==> src/rtl/button_event_queue.sv <==
// Turns the nine resolved button lines into key events (press + auto-repeat)
// and queues them in a small first-word-fall-through FIFO behind valid/ready.
module button_event_queue #(
  parameter int unsigned DELAY_CYCLES = 50000000,
  parameter int unsigned RATE_CYCLES  = 10000000,
  parameter logic [8:0]  REPEAT_EN    = 9'h1E0,
  parameter int unsigned DEPTH        = 4
) (
  input  logic                     clk,
  input  logic                     reset,
  input  logic                     button0_in,
  input  logic                     button1_in,
  input  logic                     button2_in,
  input  logic                     button3_in,
  input  logic                     button_enter_in,
  input  logic                     button_left_in,
  input  logic                     button_right_in,
  input  logic                     button_up_in,
  input  logic                     button_down_in,
  output logic [3:0]               event_code,
  output logic                     event_repeat,
  output logic                     event_valid,
  input  logic                     event_ready,
  output logic                     overflow,
  output logic [$clog2(DEPTH):0]   fifo_level
);

  localparam int unsigned AW = $clog2(DEPTH);
  localparam int unsigned LW = AW + 1;
  localparam int unsigned EW = 5;
  localparam logic [31:0] DELAY_LAST = 32'(DELAY_CYCLES - 1);
  localparam logic [31:0] RATE_LAST  = 32'(RATE_CYCLES - 1);

  logic [8:0]    r_sample;
  logic [8:0]    r_prev;
  logic [31:0]   r_cnt;
  logic          r_rate_phase;
  logic [EW-1:0] r_mem [DEPTH];
  logic [AW-1:0] r_wptr;
  logic [AW-1:0] r_rptr;
  logic [LW-1:0] r_level;
  logic          r_valid;
  logic          r_overflow;

  logic          w_cur_act;
  logic [3:0]    w_cur_code;
  logic          w_cur_rpt_en;
  logic          w_prev_act;
  logic [3:0]    w_prev_code;
  logic          w_press;
  logic          w_hold;
  logic          w_fire;
  logic          w_event;
  logic [EW-1:0] w_entry;
  logic          w_full;
  logic          w_pop;
  logic          w_push;
  logic          w_drop;
  logic [LW-1:0] w_level_nxt;

  // Sample stage plus one-cycle history for edge/change detection.
  always_ff @(posedge clk) begin
    if (reset) begin
      r_sample <= '0;
      r_prev   <= '0;
    end else begin
      r_sample <= {button_down_in, button_up_in, button_right_in, button_left_in,
                   button_enter_in, button3_in, button2_in, button1_in, button0_in};
      r_prev   <= r_sample;
    end
  end

  // Priority encode: scanning downward leaves the lowest set index (button0 wins).
  always_comb begin
    w_cur_act    = 1'b0;
    w_cur_code   = '0;
    w_cur_rpt_en = 1'b0;
    w_prev_act   = 1'b0;
    w_prev_code  = '0;
    for (int i = 8; i >= 0; i--) begin
      if (r_sample[i]) begin
        w_cur_act    = 1'b1;
        w_cur_code   = 4'(i);
        w_cur_rpt_en = REPEAT_EN[i];
      end
      if (r_prev[i]) begin
        w_prev_act  = 1'b1;
        w_prev_code = 4'(i);
      end
    end
  end

  assign w_press = w_cur_act && (!w_prev_act || (w_cur_code != w_prev_code));
  assign w_hold  = w_cur_act && !w_press && w_cur_rpt_en;
  assign w_fire  = w_hold && (r_cnt == (r_rate_phase ? RATE_LAST : DELAY_LAST));

  // Repeat timer: first interval is DELAY, later ones RATE; any break restarts it.
  always_ff @(posedge clk) begin
    if (reset) begin
      r_cnt        <= '0;
      r_rate_phase <= 1'b0;
    end else if (w_press || !w_hold) begin
      r_cnt        <= '0;
      r_rate_phase <= 1'b0;
    end else if (w_fire) begin
      r_cnt        <= '0;
      r_rate_phase <= 1'b1;
    end else begin
      r_cnt        <= r_cnt + 32'd1;
    end
  end

  assign w_event     = w_press || w_fire;
  assign w_entry     = {w_fire, w_cur_code};
  assign w_full      = (r_level == LW'(DEPTH));
  assign w_pop       = r_valid && event_ready;
  assign w_push      = w_event && (!w_full || w_pop);
  assign w_drop      = w_event && w_full && !w_pop;
  assign w_level_nxt = r_level + LW'(w_push) - LW'(w_pop);

  // Event FIFO; storage is cleared on reset so the head reads zero.
  always_ff @(posedge clk) begin
    if (reset) begin
      for (int unsigned i = 0; i < DEPTH; i++) begin
        r_mem[i] <= '0;
      end
      r_wptr     <= '0;
      r_rptr     <= '0;
      r_level    <= '0;
      r_valid    <= 1'b0;
      r_overflow <= 1'b0;
    end else begin
      if (w_push) begin
        r_mem[r_wptr] <= w_entry;
        r_wptr        <= r_wptr + AW'(1);
      end
      if (w_pop) begin
        r_rptr <= r_rptr + AW'(1);
      end
      r_level    <= w_level_nxt;
      r_valid    <= (w_level_nxt != '0);
      r_overflow <= w_drop;
    end
  end

  assign event_code   = r_mem[r_rptr][3:0];
  assign event_repeat = r_mem[r_rptr][4];
  assign event_valid  = r_valid;
  assign overflow     = r_overflow;
  assign fifo_level   = r_level;

endmodule

==> config.mk <==
export PLATFORM = sky130hd
export DESIGN_NAME = button_event_queue
export DESIGN_NICKNAME = d
export VERILOG_FILES = /design/src/rtl/button_event_queue.sv
export SDC_FILE = /design/constraint.sdc
export NUM_CORES = 1
export LEC_CHECK = 0
export ABC_AREA = 1
export CORE_UTILIZATION = 30
export CTS_BUF_LIST = sky130_fd_sc_hd__clkbuf_8
export DETAILED_ROUTE_END_ITERATION = 8
export PLACE_DENSITY_LB_ADDON = 0.12
export SLEW_MARGIN = 20
export SYNTH_ARGS = -nofsm -noshare
export SYNTH_HDL_FRONTEND = slang
export SYNTH_SLANG_ARGS = --single-unit
==> constraint.sdc <==
create_clock -name clk -period 5.4 [get_ports clk]
set_clock_uncertainty 0.2 [all_clocks]
set_input_delay 1.08 -clock clk [delete_from_list [all_inputs] [get_ports clk]]
set_output_delay 1.08 -clock clk [all_outputs]
set_load 0.02 [all_outputs]
==> results.py <==
metrics = {
    "floorplanning": {
        "dieArea_sq_um": 13400,
        "boundaryPins": 22,
        "dieWidth_um": 116,
        "rows": 41,
        "core_area_sq_um": 12600,
        "die_h_um": 116,
        "initial_utilization_pct": 30.7,
    },
    "timing": {
        "period_minus_slack_ns": 3.37,
        "hold_viol": 0,
        "tightest_slew_ns": 0.793,
        "finalCritPeriodShare_pct": 62.3,
        "setup_tns_ns": 0,
        "rsz0062_at_grt": "false",
        "relSlewSlack_pct": 46.5,
        "fmax_mhz": 297,
        "slew_violations": 0,
        "holdWs_ns": 0.255,
        "finalSetupViolations": 0,
    },
    "synthesis": {
        "syn_nets": 515,
        "synth-seq-cells": 82,
        "synth-simple-area-share_pct": 33.2,
        "synth_top_family_by_area": "simple AND/OR/NAND/NOR gates",
        "synth-edff-count": 20,
        "synth-compound-area-share_pct": 5.24,
        "synthTopCellsByArea": "dfxtp_1, edfxtp_1, nor2_1",
        "synth_top_flop_cell": "dfxtp_1",
        "yosysSeqAreaShare_pct": 47.6,
        "async_reset_ff_share_pct": 0,
        "syn_inst": 499,
        "synth_commonest_cells": "nor2_1, nand2_1, inv_1, dfxtp_1, nor3_1",
        "synth_mux_area_share_pct": 0,
        "synth_most_common_cell": "nor2_1",
        "yosys.cell_types.count": 36,
        "synthAdderAreaFrac_pct": 1.49,
        "netlist_area_sq_um": 3870,
        "yosysWarningCount": 0,
        "avgSynthCellArea_sq_um": 7.75,
        "synth_xor_area_share_pct": 3.40,
        "yosysTopAreaCellShare_pct": 32.1,
        "synth_area_leader_cell": "dfxtp_1",
    },
    "layout": {
        "drive_gt1_share_pct": 9.26,
        "n_antenna_cell": 0,
        "instances_no_fill": 701,
        "seq_area_sq_um": 1840,
        "nets": 540,
        "final_core_util_pct": 35.9,
        "area_growth_pct": 17.0,
        "multiInputGateArea_sq_um": 1680,
        "nFillCells": 1363,
    },
    "clock_tree": {
        "cts.sinks": 82,
        "path_clk_slew_ns": 0.09,
        "htree_levels": 3,
        "cts_buffers": 9,
        "root_buffer": "clkbuf_8",
        "post-cts-setup-buffers": 0,
        "cts_buffer_depth": 2,
        "clk_latency_ns": 0.36,
        "ctsResizeCount": 0,
        "cts_tree": "built",
        "holdBufCountCts": 0,
    },
    "setup_path": {
        "start_kind": "flop",
        "critical_path_class": "flop to flop",
        "r2r_setup_slack_ns": 2.03,
        "critPathArrivalTime_ns": 3.42,
        "endpoint_kind": "flop",
        "r2r_cells": 18,
        "required_ns": 5.46,
        "worstReg2RegEnd": "event_valid$_SDFF_PP0_",
        "r2r-start": "r_cnt[0]$_SDFF_PP0_",
        "crit_fanout": 7,
    },
    "grt": {
        "grt_usage_pct": 13.1,
        "grt_remaining_overflow": 0,
        "grt_max_degree": 29,
        "antenna_found_initial": 0,
        "grt_pass1_wl_um": 13400,
        "grt_pass1_vias": 2836,
    },
    "drt": {
        "drt_first_pass_iters": 4,
        "drc": 0,
        "vias_per_cell": 4.32,
        "top_layer_used": "met4",
        "wl_met2_um": 3320,
        "wl_met3_um": 194,
        "via_count": 3026,
        "met1_length_um": 4070,
        "wl_per_cell_um": 11.0,
        "wirelength_um": 7720,
        "drt_iter0_drc": 132,
        "ant_nets": 0,
    },
    "run_status": {
        "status": "finished, final reports clean",
    },
    "power_and_ir_drop": {
        "max-vdd-ir-drop_mv": 0.108,
        "leakagePower_nw": 1.78,
        "fin_total_pwr_mw": 1.64,
        "p_per_area_nw_per_um2": 362,
    },
    "min_path": {
        "worstHoldStart": "r_sample[6]$_SDFF_PP0_",
        "hold_class": "flop to flop",
        "hold_end": "r_prev[6]$_SDFF_PP0_",
        "whs_path_depth": 2,
    },
    "placed_design": {
        "port-buffer-count": 21,
        "gp_congestion": 0.772,
        "dpl.hpwl_um": 5770,
        "placed_cells": 685,
    },
    "job": {
        "maxCapViolCount": 0,
    },
}
critical path, stage by stage, from the launching register on:
cell and delay (ns):
dfxtp_1 0.37, ha_1 0.18, nand2_1 0.06, inv_2 0.07
nand2_2 0.08, nor2_1 0.11, nand4_1 0.12, nor2_2 0.24
nand4_2 0.23, nand2_2 0.22, nand2_1 0.12, ha_1 0.29
inv_1 0.04, ha_1 0.18, fa_1 0.35, inv_1 0.07
xor2_1 0.08, o31ai_1 0.21, inv_1 0.06
cell type report:
cell class,count,area share [%]
multi-input cells,328,37.0
clock buffers,9,2.74
well taps,172,4.76
inverters,81,6.72
flip-flops and latches,82,40.7
repair buffers,22,4.81
clock inverters,7,3.23
cell families (layout without fill, tap and decap cells):
family | after synthesis | after routing
xor gates and xnor gates | 15 | 15
adders and majority gates | 4 | 4
DFF | 82 | 82
AOI/OAI and AO/OA | 37 | 37
buffers and inverters | 89 | 119
and+or+nand+nor | 272 | 272
how the worst max path moves through the flow:
stage	from	to	slack, ns	cells after the start
after CTS	r_cnt[0]$_SDFF_PP0_	event_valid$_SDFF_PP0_	1.94	18
after detailed placement	event_ready	event_valid$_SDFF_PP0_	1.77	12
after global placement	event_ready	event_valid$_SDFF_PP0_	1.87	12
after global routing	r_cnt[0]$_SDFF_PP0_	event_valid$_SDFF_PP0_	1.72	18
final	r_cnt[0]$_SDFF_PP0_	event_valid$_SDFF_PP0_	2.03	18
after floorplan	r_cnt[0]$_SDFF_PP0_	event_valid$_SDFF_PP0_	2.38	18
power breakdown:
group	internal, mW	total (mW)	switching [mW]
logic	0.126	0.312	0.186
clock network	0.359	0.596	0.237
registers	0.687	0.730	0.0425
total	1.17	1.64	0.466
state kept, by name (all words and copies together) (netlist names), named ones only:
name,cells
r_cnt,32
r_mem,20
r_prev,9
r_sample,9
fifo_level,3
r_rptr,2
r_wptr,2
event_valid,1
overflow,1
r_rate_phase,1
cells in the final DEF (no fill, tap or decap), drive strengths merged, types with 3 or more instances in the layout:
cell type      count
a21oi             15
bufinv             4
clkbuf             9
clkdlybuf4s50     21
dfxtp             62
edfxtp            20
ha                 3
inv               83
nand2             82
nand3             29
nand4              8
nor2             106
nor3              37
nor3b              4
nor4               3
o21ai             15
o22ai              5
xor2              15
metrics by stage:
step / instance area [sq um] / worst slack [ns]
after global placement: 4260 / 1.87
after global routing: 4530 / 1.72
after floorplan: 3870 / 2.38
after CTS: 4530 / 1.94
after detailed placement: 4260 / 1.77
final: 4530 / 2.03
routing by layer:
layer | vias up | track usage (%)
met2 | 35 | 19.9
met5 | - | 0
met1 | 1345 | 17.6
li1 | 1637 | -
met3 | 9 | 2.20
met4 | 0 | 7.79
(Power assumes the default switching activity.)
